### config.mk
export PLATFORM = sky130hd
export DESIGN_NAME = serial_subtractor_flat
export DESIGN_NICKNAME = d
export VERILOG_FILES = /design/src/rtl/serial_subtractor_if.sv /design/src/rtl/serial_subtractor.sv /design/src/flat_wrapper.sv
export SDC_FILE = /design/constraint.sdc
export NUM_CORES = 1
export LEC_CHECK = 0
export CORE_MARGIN = 2
export CORE_UTILIZATION = 47
export CTS_CLUSTER_DIAMETER = 40
export DETAILED_ROUTE_END_ITERATION = 12
export GPL_ROUTABILITY_DRIVEN = 1
export GPL_TIMING_DRIVEN = 0
export PLACE_DENSITY = 0.79
export SLEW_MARGIN = 20
export SYNTH_ARGS = -nofsm -noshare
export SYNTH_HDL_FRONTEND = slang
export SYNTH_SLANG_ARGS = --single-unit
### constraint.sdc
create_clock -name clk -period 1.4 [get_ports clk]
set_input_delay 0.28 -clock clk [delete_from_list [all_inputs] [get_ports clk]]
set_output_delay 0.28 -clock clk [all_outputs]
set_load 0.1 [all_outputs]
### src/rtl/serial_subtractor_if.sv
// rtl/serial_subtractor_if.sv - operand/result bundle for the bit-serial subtractor
//
// Purpose: groups the request (start, a, b) and result (busy, done, d, bout, zero)
// signals of serial_subtractor into one port.
// Ports (via modports):
//   master : drives start/a/b, observes busy/done/d/bout/zero
//   slave  : observes start/a/b, drives busy/done/d/bout/zero
interface serial_subtractor_if #(
    parameter int WIDTH = 8
);
    logic             start;
    logic [WIDTH-1:0] a;
    logic [WIDTH-1:0] b;
    logic             busy;
    logic             done;
    logic [WIDTH-1:0] d;
    logic             bout;
    logic             zero;

    modport master (
        output start, a, b,
        input  busy, done, d, bout, zero
    );

    modport slave (
        input  start, a, b,
        output busy, done, d, bout, zero
    );
endinterface

### src/rtl/serial_subtractor.sv
// rtl/serial_subtractor.sv - bit-serial unsigned subtractor, one bit per clock, LSB first
//
// Purpose: computes d = a - b mod 2^WIDTH and the final borrow over WIDTH clock
// edges. A start seen in IDLE captures the operands; WIDTH RUN edges process one
// bit each; one DONE cycle pulses done, then back to IDLE.
// Ports:
//   clk  - single clock, rising edge
//   rst  - synchronous, active-high reset
//   bus  - serial_subtractor_if.slave: start/a/b in, busy/done/d/bout/zero out
module serial_subtractor #(
    parameter int WIDTH = 8
) (
    input  logic                  clk,
    input  logic                  rst,
    serial_subtractor_if.slave    bus
);
    localparam int CW = $clog2(WIDTH);

    typedef enum logic [1:0] {
        IDLE,
        RUN,
        DONE
    } state_t;

    state_t           state;
    logic [WIDTH-1:0] a_sh;
    logic [WIDTH-1:0] b_sh;
    logic [WIDTH-1:0] res;
    logic             bor;
    logic [CW-1:0]    cnt;

    logic             diff;
    logic             bor_next;
    logic [WIDTH-1:0] res_next;

    // Full-subtractor on the current LSBs; the new difference bit enters the
    // result register from the MSB side so after WIDTH shifts bit 0 lands at [0].
    always_comb begin
        diff     = a_sh[0] ^ b_sh[0] ^ bor;
        bor_next = (~a_sh[0] & b_sh[0]) | (~(a_sh[0] ^ b_sh[0]) & bor);
        res_next = {diff, res[WIDTH-1:1]};
    end

    always_ff @(posedge clk) begin
        if (rst) begin
            state    <= IDLE;
            a_sh     <= '0;
            b_sh     <= '0;
            res      <= '0;
            bor      <= 1'b0;
            cnt      <= '0;
            bus.busy <= 1'b0;
            bus.done <= 1'b0;
            bus.d    <= '0;
            bus.bout <= 1'b0;
            bus.zero <= 1'b1;
        end else begin
            case (state)
                IDLE: begin
                    bus.done <= 1'b0;
                    if (bus.start) begin
                        a_sh     <= bus.a;
                        b_sh     <= bus.b;
                        bor      <= 1'b0;
                        cnt      <= '0;
                        state    <= RUN;
                        bus.busy <= 1'b1;
                    end
                end
                RUN: begin
                    a_sh <= a_sh >> 1;
                    b_sh <= b_sh >> 1;
                    res  <= res_next;
                    bor  <= bor_next;
                    cnt  <= cnt + 1'b1;
                    // Published outputs change only here, so they stay stable
                    // while a later operation is still shifting.
                    if (cnt == CW'(WIDTH - 1)) begin
                        state    <= DONE;
                        cnt      <= '0;
                        bus.busy <= 1'b0;
                        bus.done <= 1'b1;
                        bus.d    <= res_next;
                        bus.bout <= bor_next;
                        bus.zero <= (res_next == '0);
                    end
                end
                DONE: begin
                    // start is deliberately not looked at here
                    bus.done <= 1'b0;
                    state    <= IDLE;
                end
                default: begin
                    state <= IDLE;
                end
            endcase
        end
    end
endmodule

### src/flat_wrapper.sv
// flat-port wrapper written by rule: the top's interface ports become plain ports
module serial_subtractor_flat 
#(
    parameter int WIDTH = 8
)
  (clk, rst, bus_start, bus_a, bus_b, bus_busy, bus_done, bus_d, bus_bout, bus_zero);
  serial_subtractor_if #(.WIDTH(WIDTH)) bus_i ();
  input  logic clk;
  input  logic rst;
  input wire logic [$bits(bus_i.start)-1:0] bus_start;
  input wire logic [$bits(bus_i.a)-1:0] bus_a;
  input wire logic [$bits(bus_i.b)-1:0] bus_b;
  output wire logic [$bits(bus_i.busy)-1:0] bus_busy;
  output wire logic [$bits(bus_i.done)-1:0] bus_done;
  output wire logic [$bits(bus_i.d)-1:0] bus_d;
  output wire logic [$bits(bus_i.bout)-1:0] bus_bout;
  output wire logic [$bits(bus_i.zero)-1:0] bus_zero;
  assign bus_i.start = bus_start;
  assign bus_i.a = bus_a;
  assign bus_i.b = bus_b;
  assign bus_busy = bus_i.busy;
  assign bus_done = bus_i.done;
  assign bus_d = bus_i.d;
  assign bus_bout = bus_i.bout;
  assign bus_zero = bus_i.zero;
  serial_subtractor #(.WIDTH(WIDTH)) u_core (.clk(clk), .rst(rst), .bus(bus_i));
endmodule
==> run_results.csv <==
group,metric,value,unit
timing,fin_skew,0.00897,ns
global_route,grt_pass1_wl,6040,um
timing,tightest_slew,0.499,ns
timing,rsz0062_at_grt,"true",
placed_design,post-place-ws,-0.349,ns
synth,ys_ff_latch,41,
synth,synthArstFlopShare,0,%
synth,ys_warn_count,0,
placed_design,place_area,2170,sq um
synth,yosysSeqAreaShare,45.2,%
worst_hold_path,hold_path.class,"in -> reg",
floorplan,dieArea,4380,sq um
synth,avgSynthCellArea,9.72,sq um
worst_setup_path,cp_max_fo,3,
global_route,grt_start_max_net_pins,13,
detailed_routing,wl_met1,1640,um
final_layout,fin_area,2250,sq um
cts,cts_tree,"yes",
outcome,violations,"setup timing",
placed_design,gp_congestion,0.735,
detailed_routing,vias_per_cell,5.17,
synth,synth_area_leaders,"dfxtp_1, a211oi_2, mux2i_1, nand2_1, a21oi_1",
global_route,grt_overflow_total,0,
power,p_leak,0.858,nW
synth,yosys.cell_count.top_type,"dfxtp_1",
global_route,antenna_found_initial,0,
worst_setup_path,critPathLaunchType,"register",
detailed_routing,finalWirelength,3500,um
timing,timing.fmax,705,MHz
detailed_routing,vias,1407,
global_route,grt_pass1_vias,1362,
timing,slew_headroom,67.0,%
cts,cts-buffers-inserted,5,
cts,clk_path_buf_depth,2,
final_layout,syn_to_final_growth,24.0,%
final_layout,drive_above_1_share,28.1,%
timing,fin_crit,1.42,ns
timing,drv_slew,0,
final_layout,final_util,61.1,%
cts,cts_max_level,2,
global_route,grt_usage,18.5,%
power,power_density,1080,nW/um^2
worst_setup_path,critPathKind,"reg -> reg",
timing,setup_viol,1,
floorplan,rows,22,
timing,hold_viol,0,
placed_design,io_buffers,29,
placed_design,post-dp-hpwl,2400,um
timing,setup_ws,-0.0177,ns
detailed_routing,highest_layer,"met4",
synth,ys_types,31,
detailed_routing,detail-route-antenna-nets,0,
final_layout,antennaDiodeCount,0,
detailed_routing,drtIter0Drc,94,
flow_run,cap_violations,0,
detailed_routing,wire_per_inst,12.9,um
floorplan,start_util,49.3,%
floorplan,num_io_pins,31,
synth,yosysTopAreaCellShare,45.2,%
power,peakVddDrop,722,uV
outcome,status,"finished, violations left",
worst_setup_path,crit_arrival,1.63,ns
floorplan,die_h,66.2,um
floorplan,die_w,66.2,um
final_layout,finalNetCount,246,
detailed_routing,drt_first_pass_iters,4,
cts,post-cts-setup-buffer-count,0,
cts,clkSinkCount,41,
cts,root_buffer,"clkbuf_8",
synth,synth_common_cells,"dfxtp_1, nand2_1, a21oi_1, nor2_1, mux2i_1",
synth,synth_edf_count,0,
detailed_routing,drc,0,
synth,syn_area,1820,sq um
worst_setup_path,cp-end-kind,"register",
cts,worstSkewPairLatency,0.30,ns
synth,synth-main-ff-cell,"dfxtp_1",
synth,yosysTopAreaCell,"dfxtp_1",
worst_setup_path,cp_data_required_time,1.61,ns
floorplan,core_area,3690,sq um
cts,clkTransAtPathRegs,0.08,ns
detailed_routing,wl_met2,1600,um
synth,syn-instance-count,187,
detailed_routing,wl_met3,181,um
synth,syn_nets,210,
timing,fin_crit_sh,101,%
## sequential cells by signal, indices dropped and copies added (netlist names)
name / cells
u_core.res: 7
u_core.bus.bout: 1
u_core.state: 2
u_core.a_sh: 8
u_core.bor: 1
u_core.cnt: 3
u_core.b_sh: 8
u_core.bus.d: 8
u_core.bus.busy: 1
u_core.bus.done: 1
u_core.bus.zero: 1
## repair_timing
| action | 4_1_cts | 5_1_grt |
|---|---|---|
| hold buffers | 0 | 0 |
| setup endpoints to repair | 21 | 9 |
| resized for setup | 66 | 5 |
| gates cloned | 0 | 0 |
## power by group
| group | switching [mW] | internal, mW | leakage [nW] |
|---|---|---|---|
| combinational | 0.178 | 0.165 | 0.468 |
| sequential | 0.0331 | 1.22 | 0.336 |
| clock | 0.394 | 0.445 | 0.0542 |
## kinds of logic (layout without fill, tap and decap cells)
logic type / count (synthesis) / after routing / share of synthesized area (%)
buffers and inverters: 20 / 57 / 7.37
DFF: 41 / 41 / 45.2
AOI/OAI and AO/OA: 43 / 43 / 19.6
adders and majority gates: 4 / 4 / 3.17
and+or+nand+nor: 64 / 64 / 16.4
muxes: 15 / 15 / 8.26
## critical path, cell delays in order (launching register included)
cell     delay [ns]
dfxtp_2        0.34
inv_2          0.04
fa_1           0.52
nor4_2         0.16
nand2_1        0.10
o41ai_2        0.18
## layout make-up
cell class / count / area (sq um)
sequential: 41 / 825
clock inverter: 1 / 5.00
timing repair buffer: 29 / 230
tap: 48 / 60.1
clock buffer: 7 / 96.3
buffer: 15 / 118
inverter: 5 / 18.8
multi-input combinational: 126 / 901
fill: 342 / 1440
## per-stage QoR
step	hold slack (ns)	std cells	setup TNS (ns)	power, mW
6_report	0.334	272	-0.0177	2.43
5_1_grt	0.337	272	-0.178	2.54
4_1_cts	0.313	272	-0.0851	2.45
3_5_place_dp	0.444	264	-6.42	1.62
3_3_place_gp	0.441	264	-6.18	1.61
2_1_floorplan	0.428	187	0	1.51
## cell usage in the layout, fill, tap and decap left out, types with 3 or more instances in the layout
master / n
a211oi_2: 14
a21oi_1: 17
a22oi_1: 5
buf_2: 16
buf_6: 5
clkbuf_1: 3
clkbuf_8: 7
clkdlybuf4s50_1: 17
dfxtp_1: 38
dfxtp_2: 3
inv_1: 4
mux2i_1: 15
nand2_1: 29
nor2_1: 17
nor2_2: 6
nor3_1: 3
## worst paths after layout
| check | startpoint | to | slack [ns] | cells past startpoint |
|---|---|---|---|---|
| hold reg to reg | u_core.bus.d[5] | u_core.bus.d[5] | 0.45 | 2 |
| hold / removal | rst | u_core.bus.zero | 0.33 | 3 |
| setup / recovery | u_core.bor | u_core.bus.zero | -0.02 | 5 |
| setup reg to reg | u_core.bor | u_core.bus.zero | -0.02 | 5 |
## metal layers
layer  global-route usage [%]  vias to the layer above
met5                        0                        -
met4                     11.0                        0
met3                     3.58                        8
met2                     28.7                       32
met1                     23.7                      655
li1                         -                      712
Power figures use the tool's default switching activity.
